[config.mk]
export PLATFORM = sky130hd
export DESIGN_NAME = pwm_duty_meter_flat
export DESIGN_NICKNAME = d
export VERILOG_FILES = /design/src/rtl/pwm_duty_meter_pkg.sv /design/src/rtl/pwm_duty_meter_if.sv /design/src/rtl/pwm_duty_meter_sync.sv /design/src/rtl/pwm_duty_meter.sv /design/src/flat_wrapper.sv
export SDC_FILE = /design/constraint.sdc
export NUM_CORES = 1
export LEC_CHECK = 0
export BUFFER_PORTS_ARGS = -buffer_cell sky130_fd_sc_hd__buf_2
export CORE_MARGIN = 3
export CORE_UTILIZATION = 50
export CTS_CLUSTER_SIZE = 40
export DETAILED_ROUTE_END_ITERATION = 8
export PLACE_DENSITY = 0.72
export RECOVER_POWER = 25
export SLEW_MARGIN = 25
export SYNTH_ARGS = -nofsm -noshare
export SYNTH_HDL_FRONTEND = slang
export SYNTH_SLANG_ARGS = --single-unit
[constraint.sdc]
create_clock -name clk -period 2.65 [get_ports clk]
set_input_delay 0.265 -clock clk [delete_from_list [all_inputs] [get_ports clk]]
set_output_delay 0.265 -clock clk [all_outputs]
set_load 0.05 [all_outputs]
[src/rtl/pwm_duty_meter_pkg.sv]
// Shared types and elaboration-time parameter checks for the PWM duty meter.
package pwm_meter_pkg;

   // IDLE: no reference rising edge yet; MEAS: counting since the last rise.
   typedef enum logic {
      IDLE = 1'b0,
      MEAS = 1'b1
   } state_t;

   localparam int TIMEOUT_MIN = 2;
   localparam int SYNC_MIN    = 1;
   localparam int SYNC_MAX    = 4;

   // TIMEOUT must fit the counters so per_cnt can never wrap.
   function automatic bit timeout_ok(input int timeout, input int cnt_w);
      return (timeout >= TIMEOUT_MIN) &&
             (longint'(timeout) <= ((longint'(1) << cnt_w) - 1));
   endfunction

   function automatic bit sync_ok(input int stages);
      return (stages >= SYNC_MIN) && (stages <= SYNC_MAX);
   endfunction

endpackage

[src/rtl/pwm_duty_meter_if.sv]
// Bundle of the PWM input and the measurement/flag outputs.
// master: drives pwm_in and observes results; slave: the meter itself.
interface pwm_duty_meter_if #(
   parameter int CNT_W = 16
);
   logic             pwm_in;
   logic [CNT_W-1:0] period_cnt;
   logic [CNT_W-1:0] high_cnt;
   logic             meas_valid;
   logic             stuck_high;
   logic             stuck_low;

   modport master (
      output pwm_in,
      input  period_cnt, high_cnt, meas_valid, stuck_high, stuck_low
   );

   modport slave (
      input  pwm_in,
      output period_cnt, high_cnt, meas_valid, stuck_high, stuck_low
   );
endinterface

[src/rtl/pwm_duty_meter_sync.sv]
// Multi-stage synchroniser for the asynchronous PWM line plus a one-cycle
// delayed copy used to detect rising edges.
module pwm_in_sync
   import pwm_meter_pkg::*;
#(
   parameter int SYNC_STAGES = 2
) (
   input  logic clk,
   input  logic rst,
   input  logic i_pwm,
   output logic o_s,
   output logic o_rise
);

   if (!sync_ok(SYNC_STAGES)) begin : g_bad_sync
      $error("pwm_in_sync: SYNC_STAGES must be in 1..4");
   end

   logic [SYNC_STAGES-1:0] r_sync;
   logic                   r_s_d;

   // Shift the raw input through the synchroniser chain.
   always_ff @(posedge clk or posedge rst) begin
      if (rst) begin
         r_sync <= '0;
      end else begin
         r_sync[0] <= i_pwm;
         for (int i = 1; i < SYNC_STAGES; i++) begin
            r_sync[i] <= r_sync[i-1];
         end
      end
   end

   // Keep the previous synchronised sample for edge detection.
   always_ff @(posedge clk or posedge rst) begin
      if (rst) begin
         r_s_d <= 1'b0;
      end else begin
         r_s_d <= r_sync[SYNC_STAGES-1];
      end
   end

   assign o_s    = r_sync[SYNC_STAGES-1];
   assign o_rise = r_sync[SYNC_STAGES-1] & ~r_s_d;

endmodule

[src/rtl/pwm_duty_meter.sv]
// PWM duty meter: measures rise-to-rise period and high time of each PWM
// cycle, publishes one result per completed period and flags a line that
// has stopped toggling (stuck high or stuck low).
module pwm_duty_meter
   import pwm_meter_pkg::*;
#(
   parameter int CNT_W       = 16,
   parameter int TIMEOUT     = 1024,
   parameter int SYNC_STAGES = 2
) (
   input  logic               clk,
   input  logic               rst,
   pwm_duty_meter_if.slave    bus
);

   if (!timeout_ok(TIMEOUT, CNT_W)) begin : g_bad_timeout
      $error("pwm_duty_meter: TIMEOUT must be in 2..2**CNT_W-1");
   end

   localparam logic [CNT_W-1:0] TIMEOUT_C  = CNT_W'(TIMEOUT);
   localparam logic [CNT_W-1:0] TIMEOUT_M1 = CNT_W'(TIMEOUT - 1);
   localparam logic [CNT_W-1:0] ONE_C      = CNT_W'(1);

   state_t           r_state;
   state_t           w_state_next;
   logic [CNT_W-1:0] r_per_cnt;
   logic [CNT_W-1:0] r_hi_cnt;
   logic [CNT_W-1:0] r_idle_cnt;
   logic [CNT_W-1:0] r_period_cnt;
   logic [CNT_W-1:0] r_high_cnt;
   logic             r_meas_valid;
   logic             r_stuck_high;
   logic             r_stuck_low;
   logic             w_s;
   logic             w_rise;
   logic             w_timeout_hit;

   pwm_in_sync #(
      .SYNC_STAGES (SYNC_STAGES)
   ) u_sync (
      .clk    (clk),
      .rst    (rst),
      .i_pwm  (bus.pwm_in),
      .o_s    (w_s),
      .o_rise (w_rise)
   );

   // A rise always wins over the timeout; the timeout fires on the cycle
   // the idle counter steps onto TIMEOUT.
   assign w_timeout_hit = !w_rise && (r_idle_cnt == TIMEOUT_M1);

   // State register.
   always_ff @(posedge clk or posedge rst) begin
      if (rst) begin
         r_state <= IDLE;
      end else begin
         r_state <= w_state_next;
      end
   end

   // Next state: any rise (re)arms, a timeout drops back to IDLE.
   always_comb begin
      w_state_next = r_state;
      if (w_rise) begin
         w_state_next = MEAS;
      end else if (w_timeout_hit) begin
         w_state_next = IDLE;
      end
   end

   // Period and high-time counters; the rise cycle itself counts as one high cycle.
   always_ff @(posedge clk or posedge rst) begin
      if (rst) begin
         r_per_cnt <= '0;
         r_hi_cnt  <= '0;
      end else if (w_rise) begin
         r_per_cnt <= ONE_C;
         r_hi_cnt  <= ONE_C;
      end else if (r_state == MEAS) begin
         r_per_cnt <= r_per_cnt + ONE_C;
         if (w_s) begin
            r_hi_cnt <= r_hi_cnt + ONE_C;
         end
      end
   end

   // Cycles since the last rise (or reset), saturating at TIMEOUT.
   always_ff @(posedge clk or posedge rst) begin
      if (rst) begin
         r_idle_cnt <= '0;
      end else if (w_rise) begin
         r_idle_cnt <= '0;
      end else if (r_idle_cnt != TIMEOUT_C) begin
         r_idle_cnt <= r_idle_cnt + ONE_C;
      end
   end

   // Publish results on a rise while measuring, and manage the stuck flags.
   always_ff @(posedge clk or posedge rst) begin
      if (rst) begin
         r_period_cnt <= '0;
         r_high_cnt   <= '0;
         r_meas_valid <= 1'b0;
         r_stuck_high <= 1'b0;
         r_stuck_low  <= 1'b0;
      end else begin
         r_meas_valid <= 1'b0;
         if (w_rise) begin
            if (r_state == MEAS) begin
               r_period_cnt <= r_per_cnt;
               r_high_cnt   <= r_hi_cnt;
               r_meas_valid <= 1'b1;
            end
            r_stuck_high <= 1'b0;
            r_stuck_low  <= 1'b0;
         end else if (w_timeout_hit) begin
            r_stuck_high <= w_s;
            r_stuck_low  <= ~w_s;
         end
      end
   end

   assign bus.period_cnt = r_period_cnt;
   assign bus.high_cnt   = r_high_cnt;
   assign bus.meas_valid = r_meas_valid;
   assign bus.stuck_high = r_stuck_high;
   assign bus.stuck_low  = r_stuck_low;

endmodule

[src/flat_wrapper.sv]
// flat-port wrapper written by rule: the top's interface ports become plain ports
module pwm_duty_meter_flat import pwm_meter_pkg::*;
#(
   parameter int CNT_W       = 16,
   parameter int TIMEOUT     = 1024,
   parameter int SYNC_STAGES = 2
)
  (clk, rst, bus_pwm_in, bus_period_cnt, bus_high_cnt, bus_meas_valid, bus_stuck_high, bus_stuck_low);
  pwm_duty_meter_if #(.CNT_W(CNT_W)) bus_i ();
  input  logic clk;
  input  logic rst;
  input wire logic [$bits(bus_i.pwm_in)-1:0] bus_pwm_in;
  output wire logic [$bits(bus_i.period_cnt)-1:0] bus_period_cnt;
  output wire logic [$bits(bus_i.high_cnt)-1:0] bus_high_cnt;
  output wire logic [$bits(bus_i.meas_valid)-1:0] bus_meas_valid;
  output wire logic [$bits(bus_i.stuck_high)-1:0] bus_stuck_high;
  output wire logic [$bits(bus_i.stuck_low)-1:0] bus_stuck_low;
  assign bus_i.pwm_in = bus_pwm_in;
  assign bus_period_cnt = bus_i.period_cnt;
  assign bus_high_cnt = bus_i.high_cnt;
  assign bus_meas_valid = bus_i.meas_valid;
  assign bus_stuck_high = bus_i.stuck_high;
  assign bus_stuck_low = bus_i.stuck_low;
  pwm_duty_meter #(.CNT_W(CNT_W), .TIMEOUT(TIMEOUT), .SYNC_STAGES(SYNC_STAGES)) u_core (.clk(clk), .rst(rst), .bus(bus_i));
endmodule
==> flow_summary.ini, run 1 <==
[synth]
syn_nets = 344
ys.flop_type = dfrtp_1
syn_inst = 337
netlist_area_mm2 = 0.00387
synth_top_area_frac = 0.563
syn_avg_cell_area_um2 = 11.5
ys_warn_count = 0
synth_cell_types = 38
seq_area_frac_synth = 0.563
synth-edff-count = 0
synth_area_leaders = dfrtp_1 56%, mux2_2 9.3%, xor2_1 4.5%
ys_ff_latch = 87
async_flop_share = 1.00
yosysTopAreaCell = dfrtp_1

[timing]
finalSetupViolations = 0
tightest_slew_ns = 2.06
relSlewSlack = -0.374
grt_setup_unrepaired = no
fmax_ghz = 0.494
period_minus_slack_ns = 2.02
period_share = 0.764
drv_slew = 88
hold_violations = 0
setup_tns_ns = 0
finClkSkew_ns = 0.00887

[layout]
multi_input_area_mm2 = 0.00161
syn_to_final_growth_pct = 13.4
final_cell_mix = 87 x dfrtp_1, 36 x buf_2, 32 x mux2_2
fillers = 625
layout_commonest_cell = dfrtp_1
nets = 384
antenna_cells = 0
drive_gt1_frac = 0.236
ff_latch_area_mm2 = 0.00218

[setup_path]
slowest_stage = dfrtp_1
end_kind = flop
crit_arrival_ns = 2.30
slowest_delay_ns = 0.64
startpoint_type = flop
crit_type = reg -> reg
path_max_fanout = 13
crit_buf_inv = 0
r2r_cells = 4
cp_data_required_time_ns = 2.92
r2r_start = u_core.r_state
crit-reg2reg-capture = u_core.r_per_cnt[15]
cp_cell_sequence = nand3_1 > or3_4 > or4_1 > a21oi_1
cp_top_family = simple AND/OR/NAND/NOR gates
r2r_slack_ns = 0.63

[global_route]
first_global_vias = 2637
grtUsageTotal = 0.179
grt_overflow = 0
grt_max_degree = 88
grt_antenna_before_repair = 0
grt_pass1_wl_um = 12400

[status]
status = finished with violations
violations = max-capacitance violations, max-slew violations

[power]
ir_drop_uv = 473
total_power_mw = 3.07
p_leak_nw = 2.13
p_per_area_mw_per_mm2 = 701

[placement]
place_hpwl_um = 4510
port_buffers = 37
gp_congestion = 0.794

[clock_network]
clock_path_buffers = 2
cts-root-buf = clkbuf_8
cts_resized = 0
numCtsBuffers = 9
clk_pin_slew_worst_paths_ns = 0.08
cts_hold_buf = 0
cts_setup_buffers = 0
clk_latency_ns = 0.35
cts.sinks = 87
cts_tree = done
cts_htree_levels = 3

[route]
via_per_inst = 5.60
wire_per_inst_um = 14.6
first_iter_violations = 152
drt_wl_total_um = 7010
dr.pass1.iters = 4
drc = 0
num_vias = 2695
ant_nets = 0

[floorplan]
die_h_um = 94.0
die-area_mm2 = 0.00883
rows = 31
die_w_um = 94.0
initial_core_util = 0.525
pin_count = 38
fp.coreArea_mm2 = 0.00737

[job]
drv_cap = 1

[worst_hold_path]
holdPathEnd = u_core.u_sync.r_sync[0]
hold_depth = 1
hold_path_class = in -> reg
worstHoldStart = bus_pwm_in
## registers in the layout (all words and copies together) (netlist names), 2 cells and up
signal	flops
u_core.bus.period_cnt	16
u_core.r_hi_cnt	16
u_core.u_sync.r_sync	2
u_core.r_per_cnt	16
u_core.bus.high_cnt	16
u_core.r_idle_cnt	16
## routing by layer
| metal | vias to the layer above | track usage | wire (um) |
|---|---|---|---|
| met4 | 0 | 0.0686 | 121 |
| met1 | 1358 | 0.235 | 3420 |
| met5 | - | 0 | 0 |
| li1 | 1286 | - | - |
| met3 | 10 | 0.0393 | 233 |
| met2 | 41 | 0.289 | 3240 |
## worst reg2reg max path: cells and delay by family (launching register included)
family           cells  cell delay, ns
AO/OA/AOI/OAI        1            0.15
flip-flops           1            0.64
AND/OR/NAND/NOR      3            1.18
## through the flow
step                setup slack (ns)  utilization  hold slack, ns  cells  instance area (um^2)
finish                         0.627        0.595          0.0258    481                  4390
global route                   0.364        0.595         0.00602    481                  4390
CTS                            0.627        0.597         0.00761    481                  4400
detailed placement             0.670        0.565           0.361    465                  4160
global placement               0.729        0.565           0.341    465                  4160
floorplan                      0.135            -           0.296    337                  3870
## synth_stat cells (all sizes together) (3+ instances only)
cell / n
a21oi: 17
and3: 6
and4: 8
buf: 7
clkbuf: 5
dfrtp: 87
ha: 4
inv: 7
mux2: 32
mux2i: 4
nand2: 22
nand3: 15
nand4: 14
nor2: 29
nor4: 3
nor4b: 4
o21ai: 11
o31ai: 5
or3: 11
or4: 7
xnor2: 6
xor2: 20
## cell families (layout without fill, tap and decap cells)
| logic type | Yosys count | after routing | share of synthesized area |
|---|---|---|---|
| AND/OR/NAND/NOR | 127 | 127 | 0.184 |
| buffers and inverters | 19 | 64 | 0.0220 |
| adder cells (fa/ha/maj) | 4 | 4 | 0.0129 |
| XOR/XNOR | 26 | 26 | 0.0589 |
| multiplexers | 36 | 36 | 0.103 |
| flip-flops | 87 | 87 | 0.563 |
| AO/OA/AOI/OAI | 38 | 38 | 0.0560 |
## report_power, final
part / internal (mW) / total, mW / leakage [nW] / switching (mW)
Clock: 0.654 / 1.09 / 0.118 / 0.437
Sequential: 1.43 / 1.54 / 1.18 / 0.111
Combinational: 0.143 / 0.444 / 0.834 / 0.301
## area by class of cell
type,count,share of cell area
Timing Repair Buffer,41,0.0482
Tap cell,99,0.0282
Inverter,7,0.00628
Sequential cell,87,0.496
Clock buffer,13,0.0340
Multi-Input combinational cell,231,0.366
Clock inverter,3,0.0205
## worst max path at each step
stage	slack (ns)	cells after the start	start	end
finish	0.63	4	u_core.r_state	u_core.r_per_cnt[15]
detailed placement	0.67	4	u_core.r_state	u_core.r_per_cnt[15]
floorplan	0.13	1	rst	u_core.bus.high_cnt[0]
global placement	0.73	4	u_core.r_state	u_core.r_per_cnt[15]
global route	0.36	3	rst	u_core.r_per_cnt[8]
CTS	0.63	4	u_core.r_state	u_core.r_per_cnt[15]
No activity file was read; power rests on OpenSTA's default activity.
==> run 2, diff against run 1 <==
==> constraint.sdc (replaced) <==
create_clock -name clk -period 1.6 [get_ports clk]
set_input_delay 0.16 -clock clk [delete_from_list [all_inputs] [get_ports clk]]
set_output_delay 0.16 -clock clk [all_outputs]
set_load 0.05 [all_outputs]
==> run 2 against run 1 <==
  * The flow finishes with violations (negative setup slack)
  * Total power grew 58%
  * Clock-buffer cell count shrank 3
  * Non-clock buffer count grew 35
  * Critical path depth is the same
  * Final cell count grew 7.5%
  * First-iteration DRC count shrank 17%
  * Clock skew grew 0.00080 ns
  * Final area grew 8.4%
==> flow_summary.ini, run 2 (synthesis results as in run 1) <==
[route]
wire_per_inst_um = 14.7
via_per_inst = 5.50
drt_wl_total_um = 7610
num_vias = 2846
first_iter_violations = 126
drc = 0
ant_nets = 0
dr.pass1.iters = 4

[floorplan]
die-area_mm2 = 0.00883
initial_core_util = 0.525
rows = 31
die_h_um = 94.0
die_w_um = 94.0
pin_count = 38
fp.coreArea_mm2 = 0.00737

[timing]
grt_setup_unrepaired = yes
period_minus_slack_ns = 1.61
period_share = 1.00
hold_slack_ns = 0.356
relSlewSlack = 0.490
finClkSkew_ns = 0.00966
fin_ws_ns = -0.00671
finalSetupViolations = 1
drv_slew = 0
hold_violations = 0
fmax_ghz = 0.622
setup_tns_ns = -0.00671
tightest_slew_ns = 0.764

[worst_hold_path]
worstHoldStart = u_core.u_sync.r_sync[0]
hold_depth = 0
holdPathEnd = u_core.u_sync.r_sync[1]
hold_path_class = reg -> reg

[global_route]
grt_max_degree = 88
grt_pass1_wl_um = 13200
grtUsageTotal = 0.190
first_global_vias = 2752
grt_overflow = 0
grt_antenna_before_repair = 0

[placement]
port_buffers = 37
dpl.cell_count = 494
gp_congestion = 0.817
pre_cts_ws_ns = -0.0150
place_area_mm2 = 0.00441
place_hpwl_um = 5020

[setup_path]
end_kind = flop
cp_data_required_time_ns = 1.89
r2r_cells = 4
crit-reg2reg-capture = u_core.r_per_cnt[15]
path_max_fanout = 4
crit_arrival_ns = 1.90
startpoint_type = flop
r2r_slack_ns = -0.007
r2r_start = u_core.r_per_cnt[0]
crit_type = reg -> reg

[layout]
ff_latch_area_mm2 = 0.00219
fillers = 590
multi_input_area_mm2 = 0.00173
layout_commonest_cell = dfrtp_1
final_cell_mix = 80 x dfrtp_1, 36 x buf_2, 33 x buf_4
layoutNonFillerInstCount = 517
finish.instance_area_mm2 = 0.00475
drive_gt1_frac = 0.371
syn_to_final_growth_pct = 22.8
antenna_cells = 0
final_util = 0.645
nets = 420

[job]
drv_cap = 0

[clock_network]
numCtsBuffers = 9
cts.sinks = 87
clk_pin_slew_worst_paths_ns = 0.09
cts-root-buf = clkbuf_8
clk_latency_ns = 0.36
cts_htree_levels = 3
clock_path_buffers = 2
cts_tree = done

[power]
p_leak_nw = 2.29
ir_drop_uv = 731
total_power_mw = 4.86
p_per_area_mw_per_mm2 = 1020

[status]
status = finished with violations
violations = negative setup slack
-- run 2: worst max-delay path by stage --
stage	from	slack, ns	cells after the start	to
CTS	u_core.u_sync.r_s_d	0.002	4	u_core.r_hi_cnt[13]
global placement	u_core.u_sync.r_sync[1]	0.04	4	u_core.r_hi_cnt[14]
detailed placement	u_core.u_sync.r_sync[1]	-0.01	5	u_core.r_hi_cnt[10]
global route	u_core.r_state	-0.09	4	u_core.r_per_cnt[15]
finish	u_core.r_per_cnt[0]	-0.007	4	u_core.r_per_cnt[15]
floorplan	u_core.r_per_cnt[2]	0.004	4	u_core.r_per_cnt[15]
-- run 2: where the power goes --
part	switching, mW	internal [mW]	leakage (nW)
Combinational	0.583	0.368	1.04
Sequential	0.147	2.37	1.17
Clock	0.817	0.573	0.0793
-- run 2: per-layer routing --
layer  part of all wire  global-route usage  routed length [um]
met1               0.48               0.268                3650
met2               0.46               0.287                3530
met3              0.037              0.0345                 278
met4              0.020              0.0830                 152
met5                  0                   0                   0
-- run 2: cell type report --
| cell class | count | share of cell area |
|---|---|---|
| clock buffer | 10 | 0.0269 |
| timing repair buffer | 76 | 0.106 |
| clock inverter | 6 | 0.00948 |
| multi-input combinational | 232 | 0.365 |
| inverter | 7 | 0.00632 |
| tap | 99 | 0.0261 |
| sequential | 87 | 0.460 |
-- run 2: worst max-delay path: stages (launching register included) --
cell     delay, ns
dfrtp_1       0.40
nand3_2       0.10
or3_4         0.42
or4_4         0.50
a21oi_2       0.12
-- run 2: timing repair --
action	CTS	global route
hold buffers	2	0
cloned	0	1
endpoints found under the setup margin	3	17
buffers inserted	0	4
resized for setup	2	29
hold endpoints to repair	88	0
pin swaps	0	8
==> run 3, diff against run 2 <==
--- a/config.mk
+++ b/config.mk
@@ -12,6 +12,7 @@
 export DETAILED_ROUTE_END_ITERATION = 8
 export PLACE_DENSITY = 0.72
 export RECOVER_POWER = 25
+export SETUP_SLACK_MARGIN = 0.02
 export SLEW_MARGIN = 25
 export SYNTH_ARGS = -nofsm -noshare
 export SYNTH_HDL_FRONTEND = slang
==> run 3 against run 2 <==
  * The run still ends with negative setup slack left
  * Clock skew down 0.00088 ns
  * Critical path type unchanged
  * Register-to-register slack worse by 0.02 ns
  * First-iteration DRC count up 9.5%
  * Critical endpoint is now u_core.r_hi_cnt[15]
  * Critical path depth up 1
  * Global-route usage up 0.33 points
  * Highest routed layer unchanged
  * Final cell count up 2.7%
  * Sequential cell count unchanged
  * Wire length up 4.3%
  * Total power up 6.1%
==> flow_summary.ini, run 3 (synthesis results as in run 1) <==
[status]
status = finished with violations
violations = negative setup slack

[timing]
finalSetupViolations = 2
fin_ws_ns = -0.0244
drv_slew = 0
period_share = 1.02
period_minus_slack_ns = 1.62
fmax_ghz = 0.616
finClkSkew_ns = 0.00878
tightest_slew_ns = 0.760
grt_setup_unrepaired = yes
hold_violations = 0
relSlewSlack = 0.493

[setup_path]
r2r_start = u_core.r_state
crit_buf_inv = 1
end_kind = flop
slowest_stage = or4_4
slowest_delay_ns = 0.44
path_max_fanout = 7
startpoint_type = flop
cp_data_required_time_ns = 1.88
crit_type = reg -> reg
cp_top_family = simple AND/OR/NAND/NOR gates
crit-reg2reg-capture = u_core.r_hi_cnt[15]
r2r_cells = 5
r2r_slack_ns = -0.02
cp_cell_sequence = buf_6 > nor2b_4 > or3_4 > or4_4 > a21oi_2
crit_arrival_ns = 1.90

[route]
wire_per_inst_um = 14.9
dr.pass1.iters = 4
drc = 0
drt_wl_total_um = 7930
ant_nets = 0
num_vias = 2880
via_per_inst = 5.42
first_iter_violations = 138

[global_route]
global_route.peak_usage_layer = met2
grtUsageMet3 = 0.0313
use_met2 = 0.286
grt_overflow = 0
grt_max_degree = 88
grt_pass1_wl_um = 13400
first_global_vias = 2798
grt_antenna_before_repair = 0
use_met1 = 0.280
grtUsageTotal = 0.193

[power]
p_leak_nw = 2.38
ir_drop_uv = 795
p_per_area_mw_per_mm2 = 1070
total_power_mw = 5.15

[worst_hold_path]
hold_path_class = reg -> reg
worstHoldStart = u_core.u_sync.r_sync[0]
hold_depth = 0
holdPathEnd = u_core.u_sync.r_sync[1]

[clock_network]
clk_pin_slew_worst_paths_ns = 0.08
cts_tree = done
cts-root-buf = clkbuf_8
cts.sinks = 87
clk_latency_ns = 0.35
numCtsBuffers = 9
cts_htree_levels = 3
clock_path_buffers = 2

[placement]
pre_cts_ws_ns = -0.0323
port_buffers = 37
place_hpwl_um = 5310
gp_congestion = 0.840
dpl.cell_count = 504

[floorplan]
rows = 31
pin_count = 38
die_h_um = 94.0
fp.coreArea_mm2 = 0.00737
die_w_um = 94.0
die-area_mm2 = 0.00883
initial_core_util = 0.525

[layout]
layoutNonFillerInstCount = 531
syn_to_final_growth_pct = 25.0
nets = 434
layout_commonest_cell = dfrtp_1
antenna_cells = 0
fillers = 582
drive_gt1_frac = 0.356
final_cell_mix = 85 x dfrtp_1, 48 x buf_4, 36 x buf_2

[job]
drv_cap = 0
[run 3: area by class of cell]
class,count,area (um^2),share of cell area
sequential,87,2180,0.451
clock buffer,12,135,0.0280
multi-input combinational,231,1680,0.348
tap,99,124,0.0256
inverter,7,30.0,0.00621
clock inverter,4,70.1,0.0145
timing repair buffer,91,613,0.127
[run 3: through the flow]
stage	area (um^2)	util	TNS [ns]	hold slack, ns
final	4830	0.656	-0.0417	0.393
after global routing	4830	0.656	-0.277	0.413
after CTS	4730	0.642	-0.0166	0.395
after detailed placement	4480	0.607	-0.0323	0.271
after global placement	4480	0.607	0	0.269
after floorplan	3900	-	0	0.191
[run 3: timing repair]
| action | 4_1_cts | 5_1_grt |
|---|---|---|
| cloned | 0 | 0 |
| gates resized for setup | 5 | 16 |
| setup endpoints to repair | 7 | 48 |
| endpoints found under the hold margin | 88 | 0 |
| hold buffers | 2 | 0 |
| pin swaps | 3 | 7 |
| buffers inserted | 2 | 7 |
[run 3: how the worst max path moves through the flow]
stage                        start                    to  slack (ns)  depth (start not counted)
6_report            u_core.r_state   u_core.r_hi_cnt[15]       -0.02                          5
5_1_grt             u_core.r_state   u_core.r_hi_cnt[15]       -0.08                          5
4_1_cts             u_core.r_state   u_core.r_hi_cnt[15]       -0.02                          5
3_5_place_dp        u_core.r_state   u_core.r_hi_cnt[15]       -0.03                          5
3_3_place_gp   u_core.r_per_cnt[0]  u_core.r_per_cnt[10]        0.04                          5
2_1_floorplan  u_core.r_per_cnt[0]  u_core.r_per_cnt[15]        0.02                          4
[run 3: per-layer routing]
metal / part of all wire / up-vias
li1: - / 1396
met1: 0.48 / 1400
met2: 0.47 / 64
met3: 0.031 / 20
met4: 0.024 / 0
met5: 0 / -
[run 3: power breakdown]
group / switching [mW] / internal [mW]
clock network: 0.736 / 0.877
registers: 0.125 / 2.37
logic: 0.625 / 0.424
